## src/rtl/tri_band_fill_mem.sv

```systemverilog
// Row memory with a triangle/band fill sequencer, masked external write port, read-first
// registered read (1 cycle) and registered a&b; no backpressure, the fill drops colliding writes.
module tri_band_fill_mem #(
  parameter int WIDTH  = 8,
  parameter int DEPTH  = 16,
  parameter int ROWS   = 7,
  parameter int PRIO_B = 1,
  localparam int AW    = (DEPTH > 1) ? $clog2(DEPTH) : 1
) (
  input  logic             clk,
  input  logic             rst,
  input  logic [WIDTH-1:0] a_word,
  input  logic [WIDTH-1:0] b_word,
  input  logic             start,
  output logic             busy,
  output logic             done,
  input  logic             wr_en,
  input  logic [AW-1:0]    wr_addr,
  input  logic [WIDTH-1:0] wr_data,
  input  logic [WIDTH-1:0] wr_mask,
  output logic             wr_err,
  input  logic [AW-1:0]    rd_addr,
  output logic [WIDTH-1:0] rd_data,
  output logic [WIDTH-1:0] and_out
);

  generate
    if (ROWS < 1 || ROWS > DEPTH) begin : g_bad_rows
      $error("tri_band_fill_mem: ROWS must be within 1..DEPTH");
    end
  endgenerate

  typedef enum logic [1:0] {S_IDLE, S_FILL, S_DONE} state_t;

  state_t           r_state;
  logic [AW-1:0]    r_row;
  logic [WIDTH-1:0] r_a_cap;
  logic [WIDTH-1:0] r_b_cap;
  logic [WIDTH-1:0] r_mem [DEPTH];
  logic [WIDTH-1:0] r_rd_data;
  logic [WIDTH-1:0] r_and;
  logic             r_busy;
  logic             r_done;
  logic             r_wr_err;

  logic [WIDTH-1:0] w_fill_word;
  logic             w_wr_ok;
  logic             w_rd_ok;

  // Below the diagonal from A, above from B; the diagonal bit follows PRIO_B.
  always_comb begin
    w_fill_word = '0;
    for (int j = 0; j < WIDTH; j++) begin
      if (j < int'(r_row))
        w_fill_word[j] = r_a_cap[j];
      else if (j > int'(r_row))
        w_fill_word[j] = r_b_cap[j];
      else
        w_fill_word[j] = (PRIO_B != 0) ? r_b_cap[j] : r_a_cap[j];
    end
  end

  assign w_wr_ok = wr_en && (int'(wr_addr) < DEPTH) && (r_state != S_FILL);
  assign w_rd_ok = int'(rd_addr) < DEPTH;

  always_ff @(posedge clk) begin
    if (rst) begin
      for (int i = 0; i < DEPTH; i++) r_mem[i] <= '0;
      r_state   <= S_IDLE;
      r_row     <= '0;
      r_a_cap   <= '0;
      r_b_cap   <= '0;
      r_busy    <= 1'b0;
      r_done    <= 1'b0;
      r_wr_err  <= 1'b0;
      r_rd_data <= '0;
      r_and     <= '0;
    end else begin
      r_and     <= a_word & b_word;
      r_rd_data <= w_rd_ok ? r_mem[rd_addr] : '0;
      r_wr_err  <= wr_en && !w_wr_ok;
      if (w_wr_ok)
        r_mem[wr_addr] <= (r_mem[wr_addr] & ~wr_mask) | (wr_data & wr_mask);
      case (r_state)
        S_IDLE: begin
          r_done <= 1'b0;
          if (start) begin
            r_a_cap <= a_word;
            r_b_cap <= b_word;
            r_row   <= '0;
            r_busy  <= 1'b1;
            r_state <= S_FILL;
          end
        end
        S_FILL: begin
          r_mem[r_row] <= w_fill_word;
          if (r_row == AW'(ROWS - 1)) begin
            r_busy  <= 1'b0;
            r_done  <= 1'b1;
            r_state <= S_DONE;
          end else begin
            r_row <= r_row + 1'b1;
          end
        end
        S_DONE: begin
          r_done  <= 1'b0;
          r_state <= S_IDLE;
        end
        default: begin
          r_busy  <= 1'b0;
          r_done  <= 1'b0;
          r_state <= S_IDLE;
        end
      endcase
    end
  end

  assign busy    = r_busy;
  assign done    = r_done;
  assign wr_err  = r_wr_err;
  assign rd_data = r_rd_data;
  assign and_out = r_and;

endmodule

```

## config.mk

```make
export PLATFORM = sky130hd
export DESIGN_NAME = tri_band_fill_mem
export DESIGN_NICKNAME = d
export VERILOG_FILES = /design/src/rtl/tri_band_fill_mem.sv
export SDC_FILE = /design/constraint.sdc
export NUM_CORES = 1
export LEC_CHECK = 0
export ABC_AREA = 1
export BUFFER_PORTS_ARGS = -buffer_cell sky130_fd_sc_hd__buf_2
export CORE_ASPECT_RATIO = 1.2
export CORE_UTILIZATION = 40
export CTS_BUF_LIST = sky130_fd_sc_hd__clkbuf_16
export CTS_CLUSTER_DIAMETER = 80
export DETAILED_ROUTE_END_ITERATION = 16
export PLACE_DENSITY_LB_ADDON = 0.3
export SYNTH_ARGS = -nofsm -noshare
export SYNTH_HDL_FRONTEND = slang
export SYNTH_SLANG_ARGS = --single-unit
```

## constraint.sdc

```tcl
create_clock -name clk -period 4.6 [get_ports clk]
set_clock_uncertainty 0.1 [all_clocks]
set_input_delay 0.92 -clock clk [delete_from_list [all_inputs] [get_ports clk]]
set_output_delay 0.92 -clock clk [all_outputs]
set_load 0.02 [all_outputs]
```

==> Yosys cells after proc, flatten, opt, wreduce, memory -nomap -nowiden <==
Memories as Yosys holds them, arrays and structs flattened. A register that Yosys moved wholly into a read port is not among the register bits.
Index checks and enable logic that the tools add are counted.
{ "classes": {"add_sub_neg": 1, "order_cmp": 8, "n_eq_ne": 7, "muxes": 31, "n_bitwise": 7, "reduce_logical": 12} }
{ "op_table": {"columns": ["op", "count"], "rows": [
  ["$and A8 B8 Y8", 3],
  ["$mux W1", 20],
  ["$lt A3 B4 Y1 const A", 4],
  ["$mux W4", 4],
  ["$mux W8", 2],
  ["$reduce_or A8 Y1", 2],
  ["$lt A1 B4 Y1 const A", 2],
  ["$lt A2 B4 Y1 const A", 2],
  ["$not A8 Y8", 1],
  ["$or A8 B8 Y8", 1],
  ["$pmux W4 S2", 1],
  ["$ne A2 B2 Y1 const B", 3],
  ["$reduce_and A3 Y1", 2],
  ["$add A4 B1 Y4 const B", 1],
  ["$eq A4 B3 Y1 const B", 1],
  ["$mux W2", 2],
  ["$pmux W2 S2", 1],
  ["$reduce_and A2 Y1", 2],
  ["$pmux W1 S3", 1],
  ["$eq A2 B1 Y1 const B", 1],
  ["$eq A2 B2 Y1 const B", 1],
  ["$logic_and A1 B1 Y1", 2],
  ["$logic_not A2 Y1", 1],
  ["$ne A2 B1 Y1 const B", 1],
  ["4 further kinds", 5]
]} }
{ "totals": {"register_bits": 33, "ram_bits": 128, "in_bits": 44, "output_inout_bits": 19, "wordCells": 75, "n_memories": 1} }
{ "mem_list": {"columns": ["name", "words", "width", "rd", "rd_ports_with_merged_regs", "wr", "line", "rtl"], "rows": [
  ["r_mem", 16, 8, 2, 1, 16, "39", "logic [WIDTH-1:0] r_mem [DEPTH];"]
]} }

==> Longest topological paths before layout <==
{ "logic_depth": {"ltp_word": 8, "depth_mapped": 13, "depth_no_buf": 10} }

==> Least setup slack after synthesis <==
Ideal clock, no wire load.
{ "synth_path": {"path_kind": "input-to-reg", "start": "input wr_addr[2]", "end": "memory r_mem[10][0] (enable)", "setup_time_ns": 0.329, "t_arrival_ns": 2.121, "t_required_ns": 4.171, "path_slack_ns": 2.050, "stages": 9, "path_buffers": 2, "cell_sequence": "buf_2 -> inv_2 -> buf_4 -> nand2_1 -> o21ai_4 -> inv_2 -> nor2_4 -> nand2_2 -> nand2_1"} }
{ "synth_lines": {"columns": ["item", "line", "rtl"], "rows": [
  ["from (decl)", "18", "input logic [AW-1:0] wr_addr,"],
  ["to (decl)", "39", null]
]} }

==> key figures <==
Global route
  • First-pass GRT wire length: 45,490 um
  • Vias in the first global route: 7,730
  • Initial antenna violation count: 0
  • Largest net degree at the start of global routing: 71
  • Aggregate global-route resource usage: 26.55%
  • GRT overflow: 0

Floorplan
  • Die Y: 166.8 um
  • Initial Util: 41.31%
  • Row Count: 59
  • Die area: 23,250 sq um
  • CORE AREA: 21,920 sq um
  • I/O pin count: 63
  • Die W: 139.4 um

Placement
  • GP Congestion: 0.9191
  • Placed Area: 9417 sq um
  • Port buffer count: 62
  • Post-DP HPWL: 19,360 um

Clocking
  • CTS buffer count: 17
  • # clock sinks: 169
  • Post CTS Setup Buffer Count: 0
  • Clock Pin Slew Worst Setup and Hold Paths: 0.08 ns
  • Root Buffer Master: clkbuf_16
  • Htree depth: 4
  • Clock Latency Late Sink: 0.45 ns
  • CTS tree: built
  • Post-CTS sizing: 0
  • Clock buffer depth: 2
  • Post-CTS Hold Buffers: 0

Final layout
  • Share of layout cells above drive strength 1: 14.44%
  • Cell area after layout: 10,010 sq um
  • Area growth syn-to-layout: 10.56%
  • N_diodes: 0
  • Nets: 1,135
  • Filler instances: 2,110

Logic synthesis
  • Post-synth cell types: 33
  • Mean Syn Cell Area: 8.472 sq um
  • Largest area contributor in the netlist: edfxtp_1
  • Synth Register Bits: 169
  • Synth top area share: 42.44%
  • Synth warn: 0
  • Ranking of synthesized cells by area: edfxtp_1, dfxtp_1, a21oi_1, nand2_1, nand3_1
  • Post-synthesis sequential area ratio: 51.51%
  • Post-Syn Nets: 1,116
  • Cells after synthesis: 1,069
  • Post-Syn Area: 9056 sq um

Routing
  • Drt pass-1 iters: 6
  • Final wirelength: 30,470 um
  • Via count: 8,341
  • Final ANT Viol Nets: 0
  • DRT iter0 DRCs: 1,201
  • Wirelength per Cell: 22.16 um
  • Vias per inst: 6.066
  • DR DRC count: 0

Setup path
  • Type of the worst setup path: primary input to flip-flop
  • CP endpoint kind: flip-flop
  • R2r setup slk: 2.13 ns
  • Worst path arrival time: 2.91 ns
  • R2R Path End: r_mem[12][4]
  • CP max stage cell: buf_4
  • CP startpoint kind: primary input
  • CP cell instances: buf_2 > buf_4 > nand2_1 > o21ai_4 > inv_2 > nor2_4 > nand2_2 > nand2_1
  • Path depth of the worst reg2reg path: 7
  • Most used cell, CP: nand2_1
  • Crit-path max cell delay: 0.61 ns
  • Critical path required time: 4.61 ns
  • FF-to-FF Start: r_row[1]
  • CP Max Fanout: 70
  • CP Launch Point: wr_addr[0]

Job
  • Max_cap viols: 0

STA
  • Fin crit share: 62.99%
  • Worst slew pin tran: 1.344 ns
  • Final count of hold timing violations: 0
  • Setup total negative slack: 0 ns
  • Relative slew margins: 10.36%
  • RSZ-0062 raised after global routing: no
  • Final worst path period need: 2.898 ns
  • Fmax: 345.1 MHz
  • Final setup viols: 0
  • Final Max Tran Viols: 0

Power and ir drop
  • Power Density: 373.9 nW/um^2
  • P_leak: 0.003999 uW
  • Overall Power: 3744 uW
  • Maximum VDD drop: 0.2604 mV

Min path
  • Worst hold path class: flip-flop to flip-flop
  • Hold path depth: 2
  • Hold Path End: r_b_cap[7]
  • Worst Hold Launch: r_b_cap[7]

Outcome
  • Outcome: complete, no violations
-- final cells by class --
class | count | area (sq um) | share of cell area (%)
Sequential cell | 169 | 4664 | 46.59
Multi-Input combinational cell | 767 | 3789 | 37.84
Clock buffer | 17 | 425.4 | 4.249
Timing Repair Buffer | 73 | 392.9 | 3.924
Tap cell | 274 | 342.8 | 3.424
Inverter | 60 | 227.7 | 2.274
Clock inverter | 15 | 170.2 | 1.700
-- report_power, final --
| part | internal [uW] | leakage, uW | total (uW) | switching, uW |
|---|---|---|---|---|
| registers | 1720 | 0.00167 | 1760 | 43.7 |
| logic | 133 | 0.00204 | 537 | 404 |
| clock network | 734 | 0.000294 | 1450 | 711 |
-- cell families (layout without fill, tap and decap cells) --
group	after synthesis	after routing	synth area share (%)
AO/OA/AOI/OAI	303	303	18.42
adder cells (fa/ha/maj)	3	3	0.4145
buffers and inverters	133	165	6.784
flip-flops	169	169	51.51
AND/OR/NAND/NOR	461	461	22.88
-- synth_stat cells --
cell,number
clkbuf_1,37
nand3_1,116
a22oi_1,1
or2_0,2
o221ai_1,6
clkinv_1,3
ha_1,3
nor3b_1,1
a21oi_1,160
o22ai_1,7
o211ai_4,1
edfxtp_1,128
nand2_2,22
nor2_4,6
o211ai_1,25
buf_6,10
inv_4,1
nor2_8,3
buf_2,21
nor2_1,107
a211oi_1,2
inv_2,8
buf_1,2
o21ai_2,3
o21ai_0,93
buf_4,3
nand2_4,5
dfxtp_1,41
o21ai_1,3
o21ai_4,2
inv_1,48
nand2_1,198
nor3_1,1
-- per-layer routing --
metal | routed length, um | up-vias | track usage (%)
met5 | 0 | - | 0
met4 | 1878 | 0 | 17.58
met3 | 3029 | 121 | 4.399
met2 | 13870 | 573 | 41.91
met1 | 11700 | 3895 | 33.60
li1 | - | 3752 | -
-- through the flow --
step,worst slack [ns],instances,utilization (%),hold WS (ns)
CTS,1.773,1375,45.67,0.3565
global route,1.596,1375,45.67,0.3890
floorplan,2.050,1069,-,0.3238
detailed placement,1.308,1343,42.95,0.3447
finish,1.702,1375,45.67,0.3507
global placement,1.359,1343,42.95,0.3401
-- critical path: cells and delay by family --
kind / cells / cell delay (ns)
compound gates: 1 / 0.17
buf+inv: 3 / 0.84
simple gates: 4 / 0.92
-- sequential cells by signal, summed over array words and instances, names as in the netlist --
name	cells
r_mem	128
and_out	8
r_a_cap	8
r_b_cap	8
rd_data	8
r_row	4
r_state	2
busy	1
done	1
wr_err	1
-- layout by cell type (no fill, tap or decap), types with 7 or more instances in the layout --
cell type / n
a21oi_1: 160
buf_2: 62
buf_4: 11
clkbuf_16: 17
dfxtp_1: 41
edfxtp_1: 128
inv_1: 48
inv_2: 8
nand2_1: 198
nand2_2: 22
nand3_1: 116
nor2_1: 107
o211ai_1: 25
o21ai_0: 93
o22ai_1: 7
-- worst max path at each step --
stage          slack (ns)  cells past startpoint            to
2_1_floorplan        2.05                      9  r_mem[10][0]
3_3_place_gp         1.36                      9  r_mem[11][2]
3_5_place_dp         1.31                      9  r_mem[11][2]
4_1_cts              1.77                      9  r_mem[11][0]
5_1_grt              1.60                      9   r_mem[3][2]
6_report             1.70                      8   r_mem[7][1]
Power figures use the tool's default switching activity.
